[config.mk]
export PLATFORM = sky130hd
export DESIGN_NAME = seq_controller
export DESIGN_NICKNAME = d
export VERILOG_FILES = /design/src/rtl/seq_controller.sv
export SDC_FILE = /design/constraint.sdc
export NUM_CORES = 1
export LEC_CHECK = 0
export BUFFER_PORTS_ARGS = -buffer_cell sky130_fd_sc_hd__buf_2
export CAP_MARGIN = 5
export CORE_UTILIZATION = 32
export DETAILED_ROUTE_END_ITERATION = 10
export SLEW_MARGIN = 30
export SYNTH_ARGS = -nofsm -noshare
export SYNTH_HDL_FRONTEND = slang
export SYNTH_SLANG_ARGS = --single-unit
[constraint.sdc]
create_clock -name clk -period 2.3 [get_ports clk]
set_clock_uncertainty 0.2 [all_clocks]
set_input_delay 0.575 -clock clk [delete_from_list [all_inputs] [get_ports clk]]
set_output_delay 0.575 -clock clk [all_outputs]
set_load 0.05 [all_outputs]
[src/rtl/seq_controller.sv]
// Y86-64 SEQ stage sequencer: walks each instruction through fetch..PC update,
// holds on memory handshakes, drives per-stage strobes and tracks the status code.
module seq_controller #(
    parameter int unsigned CNT_W = 32
) (
    input  logic             clk,
    input  logic             rst_n,
    input  logic             start,
    input  logic             imem_ready,
    input  logic             imem_error,
    input  logic [3:0]       icode,
    input  logic             instr_valid,
    input  logic             dmem_ready,
    input  logic             dmem_error,
    output logic             imem_req,
    output logic             dmem_req,
    output logic             dmem_we,
    output logic             decode_en,
    output logic             execute_en,
    output logic             cc_we,
    output logic             reg_we,
    output logic             pc_we,
    output logic [3:0]       icode_q,
    output logic [2:0]       stat,
    output logic             busy,
    output logic [CNT_W-1:0] retired
);

    localparam logic [2:0] StatAok = 3'd1;
    localparam logic [2:0] StatHlt = 3'd2;
    localparam logic [2:0] StatAdr = 3'd3;
    localparam logic [2:0] StatIns = 3'd4;

    typedef enum logic [2:0] {
        StIdle,
        StFetch,
        StDecode,
        StExecute,
        StMemory,
        StWriteback,
        StPcUpd,
        StHalt
    } state_e;

    state_e           state_q, state_d;
    logic [3:0]       icode_d;
    logic [2:0]       stat_q, stat_d;
    logic [CNT_W-1:0] retired_q, retired_d;
    logic             mem_access, mem_write, writes_reg;

    // Opcode classes, decoded from the latched opcode only.
    always_comb begin
        mem_access = icode_q inside {4'h4, 4'h5, 4'h8, 4'h9, 4'hA, 4'hB};
        mem_write  = icode_q inside {4'h4, 4'h8, 4'hA};
        writes_reg = icode_q inside {4'h2, 4'h3, 4'h5, 4'h6, 4'h8, 4'h9, 4'hA, 4'hB};
    end

    always_ff @(posedge clk or negedge rst_n) begin
        if (!rst_n) begin
            state_q   <= StIdle;
            icode_q   <= 4'h0;
            stat_q    <= StatAok;
            retired_q <= '0;
        end else begin
            state_q   <= state_d;
            icode_q   <= icode_d;
            stat_q    <= stat_d;
            retired_q <= retired_d;
        end
    end

    always_comb begin
        state_d    = state_q;
        icode_d    = icode_q;
        stat_d     = stat_q;
        retired_d  = retired_q;
        imem_req   = 1'b0;
        dmem_req   = 1'b0;
        dmem_we    = 1'b0;
        decode_en  = 1'b0;
        execute_en = 1'b0;
        cc_we      = 1'b0;
        reg_we     = 1'b0;
        pc_we      = 1'b0;
        busy       = 1'b1;
        unique case (state_q)
            StIdle: begin
                busy = 1'b0;
                if (start) state_d = StFetch;
            end
            StFetch: begin
                imem_req = 1'b1;
                if (imem_error) begin
                    state_d = StHalt;
                    stat_d  = StatAdr;
                end else if (imem_ready) begin
                    if (icode > 4'hB || !instr_valid) begin
                        state_d = StHalt;
                        stat_d  = StatIns;
                    end else begin
                        icode_d = icode;
                        state_d = StDecode;
                    end
                end
            end
            StDecode: begin
                decode_en = 1'b1;
                state_d   = StExecute;
            end
            StExecute: begin
                execute_en = 1'b1;
                cc_we      = (icode_q == 4'h6);
                state_d    = StMemory;
            end
            StMemory: begin
                if (mem_access) begin
                    dmem_req = 1'b1;
                    dmem_we  = mem_write;
                    if (dmem_error) begin
                        state_d = StHalt;
                        stat_d  = StatAdr;
                    end else if (dmem_ready) begin
                        state_d = StWriteback;
                    end
                end else begin
                    state_d = StWriteback;
                end
            end
            StWriteback: begin
                reg_we  = writes_reg;
                state_d = StPcUpd;
            end
            StPcUpd: begin
                retired_d = retired_q + CNT_W'(1);
                if (icode_q == 4'h0) begin
                    state_d = StHalt;
                    stat_d  = StatHlt;
                end else begin
                    pc_we   = 1'b1;
                    state_d = StFetch;
                end
            end
            StHalt: begin
                busy = 1'b0;
            end
            default: begin
                state_d = StIdle;
            end
        endcase
    end

    assign stat    = stat_q;
    assign retired = retired_q;

endmodule

* Word level (Yosys, flattened, before mapping)
Index checks and enable logic that the tools add are counted.
Storage, ports and cells: flip-flop bits (word level) 42, input bits 12, output and inout port bits 48, logic and storage cells 72
Operators by class: add/sub/neg operators 1, $lt $le $gt $ge 1, eq/ne operators 23, muxes and demuxes 28, bitwise logic cells 2, reductions and logical operators 13
Operators with widths (number):
- $mux 3 | 14
- $add 32x1->32 const B | 1
- $pmux 3 s7 | 1
- $eq 4x4->1 const B | 4
- $eq 3x3->1 const B | 4
- $eq 4x3->1 const B | 3
- $mux 1 | 12
- $pmux 3 s3 | 1
- $eq 4x2->1 const B | 2
- $ne 2x2->1 const B | 4
- $reduce_and 4->1 | 2
- $reduce_bool 8->1 | 1
- $reduce_bool 7->1 | 1
- $eq 3x2->1 const B | 2
- $ne 3x3->1 const B | 2
- $reduce_and 6->1 | 1
- $reduce_bool 3->1 | 2
- $reduce_bool 6->1 | 1
- $gt 4x4->1 const B | 1
- $logic_not 4->1 | 1
- $ne 4x4->1 const B | 1
- $eq 3x1->1 const B | 1
- $logic_not 3->1 | 1
- $not 1->1 | 2
- other kinds (3) | 3

* Longest topological paths before layout
Gate-level depths: netlist (run 1).
word-level depth 6, gate-level depth with buffers 6, gate-level depth less buffers 5

* Worst setup path before layout (run 1)
OpenSTA, ideal clock, no wires.
kind register to output, start point register state_q[2], end point output cc_we, arrival time 3.444 ns, required time 1.525 ns, setup slack -1.919 ns, cell stages (with the launch flop) 4, buffers on the path 1, path through dfrtp_1 > buf_4 > nor3_1 > nor4b_1
Between the ends: longest elaborated chain between the ends 2
RTL lines:
- start: declaration | RTL line 45 | state_e state_q, state_d;
- start signal: assignment | RTL line 60 | state_q <= StIdle;
- start signal: assignment | RTL line 65 | state_q <= state_d;
- $eq 3x2->1 | RTL line 86 | unique case (state_q)
- $mux 1 | RTL line 86
- end: declaration | RTL line 20 | output logic cc_we,
Every way passes these cells.

* Final worst setup path (run 1)
start point register icode_q[3], end point output dmem_we
Between the ends: longest elaborated chain between the ends 4, elaborated cells on any way between the ends 10, those cells by class eq/ne: 6; mux: 2; reduce/logical: 2
RTL lines:
- start: declaration | RTL line 23 | output logic [3:0] icode_q,
- start signal: assignment | RTL line 66 | icode_q <= icode_d;
- $eq 4x3->1 (tied with other cells) | RTL line 53, 54
- $reduce_bool 6->1 / $reduce_bool 3->1 (equally long branches) | RTL line 53, 54
- $mux 1 * | RTL line 116 | if (mem_access) begin
- $mux 1 * | RTL line 86
- end: declaration | RTL line 17 | output logic dmem_we,
Every way passes the cells marked *; elsewhere a longest branch is shown, timed or not.

==> results of run 1 <==
==> cells by family after synthesis <==
| group | Yosys count | synth area share |
|---|---|---|
| compound gates | 25 | 0.08694 |
| xor+xnor | 31 | 0.1249 |
| fa+ha+maj | 1 | 0.005756 |
| buf+inv | 14 | 0.03051 |
| flops | 42 | 0.4842 |
| mux | 5 | 0.02590 |
| simple gates | 89 | 0.2418 |
==> layer usage <==
| metal | global-route usage | wire length, um | part of all wire |
|---|---|---|---|
| met1 | 0.2031 | 2366 | 0.50 |
| met4 | 0.04160 | 35 | 0.0074 |
| met2 | 0.2072 | 2117 | 0.45 |
| met3 | 0.03933 | 222 | 0.047 |
| met5 | 0 | 0 | 0 |
==> registers in the layout, summed over array words and instances (netlist names) <==
register	cells
state_q	3
icode_q	4
retired	32
stat	3
==> placed cells by master (no fill, tap or decap), types with 2 or more instances in the layout <==
| cell | Yosys | routed |
|---|---|---|
| sky130_fd_sc_hd__buf_2 | 2 | 52 |
| sky130_fd_sc_hd__dfrtp_1 | 41 | 34 |
| sky130_fd_sc_hd__xnor2_1 | 28 | 28 |
| sky130_fd_sc_hd__nand4_1 | 18 | 18 |
| sky130_fd_sc_hd__nand2_1 | 15 | 15 |
| sky130_fd_sc_hd__buf_4 | 3 | 15 |
| sky130_fd_sc_hd__nor2_1 | 12 | 12 |
| sky130_fd_sc_hd__nand3_1 | 12 | 12 |
| sky130_fd_sc_hd__inv_1 | 9 | 8 |
| sky130_fd_sc_hd__dfrtp_2 | 0 | 7 |
| sky130_fd_sc_hd__and2_1 | 6 | 6 |
| sky130_fd_sc_hd__nor3_1 | 6 | 5 |
| sky130_fd_sc_hd__mux2_2 | 5 | 5 |
| sky130_fd_sc_hd__clkbuf_8 | 0 | 5 |
| sky130_fd_sc_hd__a21o_1 | 4 | 4 |
| sky130_fd_sc_hd__and3_1 | 3 | 3 |
| sky130_fd_sc_hd__xor2_1 | 3 | 3 |
| sky130_fd_sc_hd__o21ai_0 | 3 | 3 |
| sky130_fd_sc_hd__buf_6 | 0 | 3 |
| sky130_fd_sc_hd__nor3b_2 | 1 | 2 |
| sky130_fd_sc_hd__nor2b_4 | 0 | 2 |
| sky130_fd_sc_hd__nor4_1 | 2 | 2 |
| sky130_fd_sc_hd__a211oi_1 | 3 | 2 |
| sky130_fd_sc_hd__nor2b_1 | 5 | 2 |
| sky130_fd_sc_hd__a21oi_1 | 2 | 2 |
| sky130_fd_sc_hd__o211ai_1 | 2 | 2 |
| sky130_fd_sc_hd__a311oi_1 | 2 | 2 |
| sky130_fd_sc_hd__and4_1 | 2 | 2 |
==> worst paths after layout <==
check	to	depth (start not counted)
min in group clk	stat[2]	1
max in group asynchronous	state_q[0]	2
worst min-delay path	retired[28]	2
worst max register to register	stat[2]	4
worst min register to register	stat[2]	1
worst max-delay path	dmem_we	4
==> power by group through the flow <==
stage                     Clock [mW]  Sequential [mW]  Combinational (mW)
after floorplan                    0            0.765             0.00724
after global placement             0            0.756              0.0473
after detailed placement           0            0.756              0.0478
after CTS                      0.492            0.741              0.0478
after global routing           0.525            0.742              0.0520
final                          0.470            0.741              0.0457
==> final cells by class <==
cell class	instances	area share
timing repair buffer	71	0.1463
multi-input combinational	151	0.4023
clock buffer	6	0.02564
inverter	9	0.01194
sequential	42	0.3749
clock inverter	2	0.004863
tap	77	0.03404
==> critical path: cells and delay by family, from the launching register on <==
family / cells / cell delay (ps)
compound gates: 1 / 150
buf+inv: 1 / 160
flops: 1 / 480
simple gates: 2 / 400
==> repair_timing <==
item / in CTS / in global routing
cloned: 0 / 0
hold endpoints to repair: 0 / 0
endpoints found under the setup margin: 6 / 6
resized for setup: 9 / 8
buffers inserted: 0 / 2
pin swaps: 0 / 1
==> metrics.md, run 1 <==
| Metric | Value |
|---|---|
| Flop and latch count out of synthesis | `42` |
| Endpoint class of the critical path | `output pin` |
| Data arrival time of the critical path | `1480 ps` |
| Power, Total | `1.257 mW` |
| Result of the run | `finished with violations` |
| Die Span X | `84.41 um` |
| Post-synthesis sequential area ratio | `0.4842` |
| Post-detailed-route via-to-cell ratio | `4.894` |
| Maximum clock frequency | `0.4436 GHz` |
| Synthesized area | `2173 um2` |
| Die height | `84.41 um` |
| Largest buffer count on any clock path | `2` |
| Transition time at the pin with the least slew margin | `565.3 ps` |
| CTS Root Buffer Type | `sky130_fd_sc_hd__clkbuf_8` |
| FF-to-FF setup slack | `350 ps` |
| Internal cell power | `967.9 uW` |
| Async set or reset register ratio after synthesis | `1.000` |
| Clock-pin slew on the worst setup and hold paths | `90 ps` |
| Sequential group share of total power | `0.590` |
| Max-slew violation total from the final report | `0` |
| Instance count of the mapped netlist | `207` |
| DP Worst Slack | `246.1 ps` |
| Largest net degree at the start of global routing | `43` |
| Crit Reg-Reg Startpoint | `state_q[2]` |
| Final-report hold violation count | `0` |
| Peak per-stage delay on the critical path | `480 ps` |
| Count of flip-flops with a built-in enable after synthesis | `0` |
| Leading cell type by number of instances after synthesis | `sky130_fd_sc_hd__dfrtp_1` |
| Proportion of power drawn by combinational gates | `0.036` |
| Wire length reported by the detailed router | `4742 um` |
| Clk_lat worst skew | `300 ps` |
| Placed instance count | `348` |
| Antenna violations before repair | `0` |
| Number of detailed-routing iterations run before antenna repair | `7` |
| Synth top cells by count | `sky130_fd_sc_hd__dfrtp_1, sky130_fd_sc_hd__xnor2_1, sky130_fd_sc_hd__nand4_1` |
| Avg Synthesized Cell Area | `10.50 um2` |
| RSZ-0062 raised after global routing | `yes` |
| Worst-case vdd ir drop | `0.2148 mV` |
| Yosys top cell area share | `0.4721` |
| Total non-filler cell area in the finished layout | `2830 um2` |
| Type of the most critical hold path | `in2async` |
| Top cells by area in the synthesized netlist | `sky130_fd_sc_hd__dfrtp_1, sky130_fd_sc_hd__xnor2_1, sky130_fd_sc_hd__nand4_1, sky130_fd_sc_hd__nand3_1, sky130_fd_sc_hd__mux2_2` |
| Final worst-path setup slack | `45.74 ps` |
| Count of nets after finishing | `293` |
| Post-Route Utilization | `0.4382` |
| Multi-input gate area in the final layout | `1139 um2` |
| Clock sink count | `42` |
| Core outline area | `6459 um2` |
| Relative slew margins | `0.6217` |
| Number of filler instances in the final layout | `639` |
| Total die area | `7125 um2` |
| Buffers added on ports | `59` |
| Number of buffers added to fix hold violations after cts | `0` |
| Routed length per placed instance | `13.25 um` |
| Post-synth net total | `220` |
| Maximum Capacitance Violations | `0` |
| First element of the critical path | `icode_q[3]` |
| Sw frac | `0.2300` |
| Cell area power density | `444.2 nW/um2` |
| Critical path launch point type | `flop` |
| Clock tree from TritonCTS | `done` |
| Minimum clock period after layout | `2254 ps` |
| Post-route setup TNS | `0 ps` |
| Initial detailed-routing violation count | `70` |
| Final cell count without fillers | `358` |
| Number of library cell types mapped by synthesis | `41` |
| Path type of the worst setup path | `reg2out` |
| Library cell contributing the largest single delay on the critical path | `sky130_fd_sc_hd__dfrtp_2` |
| Detailed-placement wirelength estimate | `3525 um` |
| Gr usage total | `0.1410` |
| Static power due to leakage | `1.403 nW` |
| Setup-failing EPs final | `0` |
| Cell taking the most area after synthesis | `sky130_fd_sc_hd__dfrtp_1` |
| Portion of the clock cycle consumed by the worst path in the final layout | `0.9801` |
| Primary FF master, synth | `sky130_fd_sc_hd__dfrtp_1` |
| Placed cell area | `2683 um2` |
| Hold slack final | `137.9 ps` |
| Row cnt | `29` |
| Vias in the first global route | `1668` |
| Total overflow reported by the global router | `0` |
| Area occupied by registers | `1061 um2` |
| Sequence of cells on the critical path | `nor3b_4, o21a_4, nor2b_4, buf_6` |
| Top-level I/O count | `60` |
| GP Congestion | `0.8732` |
| Post-route DRC | `4` |
| Growth of design area from synthesis to finish | `30.22%` |
| Clock buffer count from CTS | `5` |
| Post-route ant nets | `0` |
| Total via count after detailed routing | `1752` |
| Fraction of layout instances using a drive strength above 1 | `0.3808` |
| Clock network fraction of design power | `0.374` |
| Global-route wire length before repair | `7955 um` |
| Required arrival time at the worst endpoint | `1520 ps` |
| Initial Util | `0.3365` |
| Reported net switching power | `289.1 uW` |
| Antenna fix cells | `0` |
| Max FO, Critical Path | `8` |
| Violations in the final reports | `design-rule violations` |
| Total number of H-tree levels | `2` |
| Number of warnings printed during yosys synthesis | `0` |
Note: power is estimated with default switching activity, not from simulation.
==> run 2, diff against run 1 <==
--- a/config.mk
+++ b/config.mk
@@ -6,4 +6,5 @@
 export NUM_CORES = 1
 export LEC_CHECK = 0
+export ABC_AREA = 1
 export BUFFER_PORTS_ARGS = -buffer_cell sky130_fd_sc_hd__buf_2
 export CAP_MARGIN = 5
==> constraint.sdc (replaced) <==
create_clock -name clk -period 2.3 [get_ports clk]
set_clock_uncertainty 0.2 [all_clocks]
set_input_delay 0.575 -clock clk [delete_from_list [all_inputs] [get_ports clk]]
set_output_delay 0.575 -clock clk [all_outputs]
set_load 0.01 [all_outputs]
==> run 2 against run 1 <==
The run now ends clean. Worst setup slack improved by 37 ps. Core utilization fell by 3.1 points. Non-clock buffer count fell by 11. Critical path depth rose by 2. Worst hold slack got worse by 100 ps. Area after synthesis rose by 14%. Largest power group unchanged.
==> metrics.md, run 2 <==
| Metric | Value |
|---|---|
| Vias in the first global route | `2131 (was 1668)` |
| Count of flip-flops with a built-in enable after synthesis | `0 (unchanged)` |
| Post-route ant nets | `0 (unchanged)` |
| RSZ-0062 raised after global routing | `no (was yes)` |
| Detailed-placement wirelength estimate | `4668 um (was 3525 um)` |
| Growth of design area from synthesis to finish | `21.28% (was 30.22%)` |
| Yosys top cell area share | `0.4146 (was 0.4721)` |
| Post-synthesis simple-gate area fraction | `0.3964 (was 0.2418)` |
| Transition time at the pin with the least slew margin | `515.9 ps (was 565.3 ps)` |
| Instance count of the mapped netlist | `332 (was 207)` |
| Relative slew margins | `0.6561 (was 0.6217)` |
| Total number of H-tree levels | `2 (unchanged)` |
| Largest buffer count on any clock path | `2 (unchanged)` |
| Number of flip-flops under the largest register name | `32 (unchanged)` |
| Wire length reported by the detailed router | `5874 um (was 4742 um)` |
| Post-synthesis sequential area ratio | `0.4252 (was 0.4842)` |
| CTS Root Buffer Type | `sky130_fd_sc_hd__clkbuf_8 (unchanged)` |
| Clk_lat worst skew | `300 ps (about the same)` |
| Share of the synthesized area in compound gates (AO/OA/AOI/OAI) | `0.01618 (was 0.08693)` |
| Sw frac | `0.2307 (was 0.2300)` |
| Gr usage total | `0.1511 (was 0.1410)` |
| Proportion of power drawn by combinational gates | `0.033 (was 0.036)` |
| Initial Util | `0.3358 (was 0.3365)` |
| GP Congestion | `0.8320 (was 0.8732)` |
| DR WL met3 | `285 um (was 222 um)` |
| Portion of the clock cycle consumed by the worst path in the final layout | `0.9641 (was 0.9801)` |
| Post-synth net total | `345 (was 220)` |
| Last element of the critical path | `pc_we (was dmem_we)` |
| FF-to-FF setup slack | `520 ps (was 350 ps)` |
| Top layer used by detailed routing | `met4 (unchanged)` |
| Final-report hold violation count | `0 (unchanged)` |
| Static power due to leakage | `1.757 nW (was 1.403 nW)` |
| Maximum Capacitance Violations | `0 (unchanged)` |
| Flop and latch count out of synthesis | `42 (unchanged)` |
| Met1 Routed Length | `2702 um (was 2366 um)` |
| Sequential group share of total power | `0.590 (about the same)` |
| Avg Synthesized Cell Area | `7.454 um2 (was 10.50 um2)` |
| Cell taking the most area after synthesis | `sky130_fd_sc_hd__dfrtp_1 (unchanged)` |
| Primary FF master, synth | `sky130_fd_sc_hd__dfrtp_1 (unchanged)` |
| Commonest non-fill, non-tap cells in the layout | `sky130_fd_sc_hd__nand2_1, sky130_fd_sc_hd__buf_2, sky130_fd_sc_hd__nor2_1 (was sky130_fd_sc_hd__buf_2, sky130_fd_sc_hd__dfrtp_1, sky130_fd_sc_hd__xnor2_1)` |
| Leading cell type in the layout, fill and taps excluded | `sky130_fd_sc_hd__nand2_1 (was sky130_fd_sc_hd__buf_2)` |
| Clock tree from TritonCTS | `done (unchanged)` |
| Antenna fix cells | `0 (unchanged)` |
| Post-route DRC | `0 (was 4)` |
| Number of warnings printed during yosys synthesis | `0 (unchanged)` |
| Detailed route wirelength on metal2 | `2810 um (was 2117 um)` |
| First element of the critical path | `state_q[0] (was icode_q[3])` |
| Buffers added on ports | `59 (unchanged)` |
| Area share of xor/xnor cells in the synthesized design | `0.08392 (was 0.1249)` |
| Core outline area | `7370 um2 (was 6459 um2)` |
| Setup Buffers After CTS | `0 (unchanged)` |
| Clock network fraction of design power | `0.378 (was 0.374)` |
| Reported net switching power | `290.3 uW (was 289.1 uW)` |
| Minimum clock period after layout | `2217 ps (was 2254 ps)` |
| Top cells by area in the synthesized netlist | `sky130_fd_sc_hd__dfrtp_1, sky130_fd_sc_hd__nand2_1, sky130_fd_sc_hd__nor2_1, sky130_fd_sc_hd__inv_1, sky130_fd_sc_hd__nand3_1 (was sky130_fd_sc_hd__dfrtp_1, sky130_fd_sc_hd__xnor2_1, sky130_fd_sc_hd__nand4_1, sky130_fd_sc_hd__nand3_1, sky130_fd_sc_hd__mux2_2)` |
| Required arrival time at the worst endpoint | `1520 ps (about the same)` |
| Total overflow reported by the global router | `0 (unchanged)` |
| Count of nets after finishing | `412 (was 293)` |
| Critical path launch point type | `flop (unchanged)` |
| Internal cell power | `968.2 uW (was 967.9 uW)` |
| Synth top cells by count | `sky130_fd_sc_hd__nand2_1, sky130_fd_sc_hd__nor2_1, sky130_fd_sc_hd__inv_1 (was sky130_fd_sc_hd__dfrtp_1, sky130_fd_sc_hd__xnor2_1, sky130_fd_sc_hd__nand4_1)` |
| Number of library cell types mapped by synthesis | `27 (was 41)` |
| Clock buffer count from CTS | `5 (unchanged)` |
| Fraction of layout instances using a drive strength above 1 | `0.2325 (was 0.3808)` |
| Setup-failing EPs final | `0 (unchanged)` |
| Max-slew violation total from the final report | `0 (unchanged)` |
| Leading cell type by number of instances after synthesis | `sky130_fd_sc_hd__nand2_1 (was sky130_fd_sc_hd__dfrtp_1)` |
| Clock-pin slew on the worst setup and hold paths | `90 ps (about the same)` |
| Path type of the worst setup path | `reg2out (unchanged)` |
| Maximum clock frequency | `0.4510 GHz (was 0.4436 GHz)` |
| Synthesized area | `2475 um2 (was 2173 um2)` |
| Total via count after detailed routing | `2268 (was 1752)` |
| Initial detailed-routing violation count | `73 (was 70)` |
| Antenna violations before repair | `0 (unchanged)` |
| Post-route setup TNS | `0 ps (unchanged)` |
| Die Span X | `89.95 um (was 84.41 um)` |
| Data arrival time of the critical path | `1440 ps (was 1480 ps)` |
| Result of the run | `complete, no violations (was finished with violations)` |
| Worst reg2reg path depth | `8 (was 4)` |
| Number of detailed-routing iterations run before antenna repair | `4 (was 7)` |
| Die height | `89.95 um (was 84.41 um)` |
| Worst-case vdd ir drop | `0.2043 mV (was 0.2148 mV)` |
| Number of filler instances in the final layout | `778 (was 639)` |
| Post-detailed-route via-to-cell ratio | `4.545 (was 4.894)` |
| Type of the most critical hold path | `in2async (unchanged)` |
| Multiplexer fraction of the synthesized cell area | `0 (was 0.02591)` |
| Adder-cell share of the synthesized area | `0.005056 (was 0.005757)` |
| Top-level I/O count | `60 (unchanged)` |
| Endpoint class of the critical path | `output pin (unchanged)` |
| Row cnt | `31 (was 29)` |
| Total die area | `8090 um2 (was 7125 um2)` |
| Max FO, Critical Path | `10 (was 8)` |
| Async set or reset register ratio after synthesis | `1.000 (unchanged)` |
| Clock sink count | `42 (unchanged)` |
| Reg2reg end | `retired[20] (was stat[2])` |
| Largest net degree at the start of global routing | `23 (was 43)` |
| Cell area power density | `419.3 nW/um2 (was 444.2 nW/um2)` |
| Crit Reg-Reg Startpoint | `retired[1] (was state_q[2])` |
| Hold slack final | `37.10 ps (was 137.9 ps)` |
| Main combinational cell family by area after synthesis | `simple AND/OR/NAND/NOR gates (unchanged)` |
| Global-route wire length before repair | `9791 um (was 7955 um)` |
| Routed length per placed instance | `11.77 um (was 13.25 um)` |
## run 2: cell types whose count changed in the layout (fill, tap and decap cells not counted), sizes merged, moves of 6 or more
cell / previous run / this run
buf: 70 / 60
nand2: 15 / 107
inv: 9 / 47
xor2: 3 / 14
nand3: 12 / 31
nand4: 18 / 12
xnor2: 28 / 8
nor2: 12 / 56
## run 2: cells by family (layout without fill, tap and decap cells)
kind of cell,count (synthesis),after routing
adder cells (fa/ha/maj),1,1
AO/OA/AOI/OAI,7,7
XOR/XNOR,22,22
AND/OR/NAND/NOR,213,213
buffers and inverters,47,115
flip-flops,42,42
## run 2: layout make-up
class	instances	area, um2	share of cell area
Clock buffer	6	72.57	0.02418
Clock inverter	2	13.76	0.004585
Inverter	47	181.4	0.06044
Multi-Input combinational cell	243	1241	0.4135
Sequential cell	42	1054	0.3510
Tap cell	99	123.9	0.04127
Timing Repair Buffer	60	315.3	0.1050
## run 2: worst min path at each step
| stage | from | endpoint | slack [ps] | cells after the start |
|---|---|---|---|---|
| CTS | rst_n | retired[6] | 50 | 1 |
| global placement | stat[0] | stat[0] | 260 | 2 |
| detailed placement | stat[0] | stat[0] | 260 | 2 |
| global route | rst_n | retired[6] | 60 | 1 |
| finish | rst_n | retired[5] | 40 | 1 |
| floorplan | rst_n | icode_q[0] | 80 | 0 |
## run 2: power groups by stage
stage	Combinational, mW	Sequential, mW	Clock (mW)
3_5_place_dp	0.0430	0.757	0
2_1_floorplan	0.00844	0.757	0
3_3_place_gp	0.0428	0.757	0
5_1_grt	0.0479	0.742	0.527
6_report	0.0414	0.742	0.475
4_1_cts	0.0430	0.742	0.500
## run 2: through the flow
step,worst slack (ps),std cells,instance area [um2],power [mW],utilization
after global placement,434.3,491,2914,0.7993,0.3954
after CTS,71.78,499,3000,1.285,0.4071
after global routing,6.731,499,3002,1.318,0.4073
after detailed placement,414.6,491,2914,0.7995,0.3954
final,82.68,499,3002,1.259,0.4073
after floorplan,495.8,332,2475,0.7653,-
## run 2: timing repair
item / CTS / global route
gates resized for setup: 0 / 2
hold buffers: 0 / 0
endpoints found under the setup margin: 0 / 2
## run 2: per-layer routing
layer	up-vias	GRT usage
li1	1164	-
met1	1043	0.1907
met2	54	0.2571
met3	7	0.03215
met4	0	0.04973
met5	-	0
## run 2: worst max-delay path, cell delays in order, from the launching register on
cell	delay (ps)
sky130_fd_sc_hd__dfrtp_1	450
sky130_fd_sc_hd__inv_2	110
sky130_fd_sc_hd__nand3_4	180
sky130_fd_sc_hd__inv_6	160
sky130_fd_sc_hd__nand2_1	80
sky130_fd_sc_hd__inv_1	50
sky130_fd_sc_hd__buf_2	120
==> run 3, diff against run 2 <==
MAX_ROUTING_LAYER = met4   (was default)
==> run 3 against run 2 <==
Core utilization up 0.34 points. Non-clock buffer count increased by 3. Register-to-register slack about the same. Total power up 0.30%.
==> metrics.md, run 3 (synthesis gave the netlist of run 2 again) <==
| Metric | Value |
|---|---|
| Result of the run | `complete, no violations (unchanged)` |
| Total via count after detailed routing | `2283 (was 2268)` |
| Endpoint class of the critical path | `output pin (unchanged)` |
| Reg2reg end | `retired[20] (unchanged)` |
| Minimum clock period after layout | `2161 ps (was 2217 ps)` |
| Detailed-placement wirelength estimate | `4654 um (was 4668 um)` |
| Clk_lat worst skew | `300 ps (about the same)` |
| Buffers added on ports | `59 (unchanged)` |
| Commonest non-fill, non-tap cells in the layout | `sky130_fd_sc_hd__nand2_1, sky130_fd_sc_hd__buf_2, sky130_fd_sc_hd__nor2_1 (unchanged)` |
| Number of detailed-routing iterations run before antenna repair | `4 (unchanged)` |
| Type of the most critical hold path | `in2async (unchanged)` |
| Clock buffer count from CTS | `5 (unchanged)` |
| Die Span X | `89.95 um (unchanged)` |
| Count of nets after finishing | `415 (was 412)` |
| Vias in the first global route | `2129 (was 2131)` |
| Worst-case vdd ir drop | `0.1676 mV (was 0.2043 mV)` |
| Clock-pin slew on the worst setup and hold paths | `80 ps (was 90 ps)` |
| Data arrival time of the critical path | `1390 ps (was 1440 ps)` |
| Post-detailed-route via-to-cell ratio | `4.548 (was 4.545)` |
| Maximum clock frequency | `0.4627 GHz (was 0.4510 GHz)` |
| CTS Root Buffer Type | `sky130_fd_sc_hd__clkbuf_8 (unchanged)` |
| Growth of design area from synthesis to finish | `22.30% (was 21.28%)` |
| Total overflow reported by the global router | `0 (unchanged)` |
| Portion of the clock cycle consumed by the worst path in the final layout | `0.9398 (was 0.9641)` |
| Gr usage total | `0.1566 (was 0.1511)` |
| Path type of the worst setup path | `reg2out (unchanged)` |
| Antenna fix cells | `0 (unchanged)` |
| Global-route wire length before repair | `9853 um (was 9791 um)` |
| Final-report hold violation count | `0 (unchanged)` |
| Clock sink count | `42 (unchanged)` |
| Routed length per placed instance | `11.75 um (was 11.77 um)` |
| Multi-input gate area in the final layout | `1244 um2 (was 1241 um2)` |
| Required arrival time at the worst endpoint | `1520 ps (about the same)` |
| Post-route ant nets | `0 (unchanged)` |
| Power, Total | `1.262 mW (was 1.259 mW)` |
| GP Congestion | `0.8359 (was 0.8320)` |
| Maximum Capacitance Violations | `0 (unchanged)` |
| Total die area | `8090 um2 (unchanged)` |
| Critical path launch point type | `flop (unchanged)` |
| Initial detailed-routing violation count | `80 (was 73)` |
| Wire length reported by the detailed router | `5899 um (was 5874 um)` |
| Transition time at the pin with the least slew margin | `531.6 ps (was 515.9 ps)` |
| FF-to-FF setup slack | `520 ps (about the same)` |
| Relative slew margins | `0.6456 (was 0.6561)` |
| Number of filler instances in the final layout | `793 (was 778)` |
| Fraction of layout instances using a drive strength above 1 | `0.2407 (was 0.2325)` |
| RSZ-0062 raised after global routing | `no (unchanged)` |
| Die height | `89.95 um (unchanged)` |
| Core outline area | `7370 um2 (unchanged)` |
| Max-slew violation total from the final report | `0 (unchanged)` |
| Number of buffers added to fix hold violations after cts | `0 (unchanged)` |
| Number of flip-flops under the largest register name | `32 (unchanged)` |
| Largest net degree at the start of global routing | `23 (unchanged)` |
| Area occupied by registers | `1054 um2 (unchanged)` |
| Row cnt | `31 (unchanged)` |
| Setup-failing EPs final | `0 (unchanged)` |
| Total number of H-tree levels | `2 (unchanged)` |
| Leading cell type in the layout, fill and taps excluded | `sky130_fd_sc_hd__nand2_1 (unchanged)` |
| Max FO, Critical Path | `6 (was 10)` |
| Hold slack final | `44.22 ps (was 37.10 ps)` |
| Cell area power density | `417.0 nW/um2 (was 419.3 nW/um2)` |
| Static power due to leakage | `1.770 nW (was 1.757 nW)` |
| Worst reg2reg path depth | `8 (unchanged)` |
| Largest buffer count on any clock path | `2 (unchanged)` |
| Initial Util | `0.3358 (unchanged)` |
| Top-level I/O count | `60 (unchanged)` |
| Post-route DRC | `0 (unchanged)` |
| Crit Reg-Reg Startpoint | `retired[1] (unchanged)` |
| Clock tree from TritonCTS | `done (unchanged)` |
| Post-route setup TNS | `0 ps (unchanged)` |
| Antenna violations before repair | `0 (unchanged)` |
==> run 3: changes by cell type in the layout (fill, tap and decap cells not counted), sizes merged <==
cell	before	now
buf	60	63
==> run 3: report_power, final <==
part | total, mW | switching, mW | internal (mW)
clock network | 0.478 | 0.264 | 0.214
registers | 0.742 | 0.00279 | 0.739
logic | 0.0419 | 0.0272 | 0.0147
==> run 3: metrics by stage <==
step / std cells / utilization / instance area (um2) / worst slack [ps]
final: 502 / 0.4107 / 3027 / 138.6
after global placement: 491 / 0.3954 / 2914 / 433.1
after detailed placement: 491 / 0.3954 / 2914 / 402.4
after global routing: 502 / 0.4107 / 3027 / 6.238
after CTS: 499 / 0.4071 / 3000 / 47.29
after floorplan: 332 / - / 2475 / 495.8
==> run 3: worst max-delay path: stages (launching register included) <==
cell	delay (ps)
sky130_fd_sc_hd__dfrtp_2	460
sky130_fd_sc_hd__inv_1	110
sky130_fd_sc_hd__nand2_1	80
sky130_fd_sc_hd__nor2_1	90
sky130_fd_sc_hd__o21ai_0	80
sky130_fd_sc_hd__a21oi_1	130
sky130_fd_sc_hd__buf_2	150
==> run 3: worst max-delay path by stage <==
stage | start | cells after the start | endpoint | slack (ps)
after floorplan | state_q[2] | 3 | cc_we | 500
after global placement | state_q[0] | 6 | pc_we | 430
after detailed placement | state_q[0] | 6 | pc_we | 400
after CTS | state_q[0] | 6 | pc_we | 50
after global routing | state_q[0] | 6 | dmem_we | 6
final | state_q[1] | 6 | reg_we | 140
==> run 3: cell type report <==
class	instances	area share
repair buffers	63	0.1116
clock inverters	2	0.004547
multi-input cells	243	0.4109
flip-flops and latches	42	0.3481
well taps	99	0.04093
inverters	47	0.05994
clock buffers	6	0.02398
==> run 3: repair_timing <==
| item | 4_1_cts | 5_1_grt |
|---|---|---|
| resized for setup | 0 | 4 |
| setup endpoints to repair | 0 | 4 |
| buffers inserted | 0 | 3 |
==> run 3: routing by layer <==
layer  vias to the layer above  GRT usage  share of wire
met1                      1036     0.1904           0.46
met5                         -          -              0
met3                        10    0.02707          0.044
li1                       1173          -              -
met2                        64     0.2622           0.48
met4                         0    0.05645          0.016
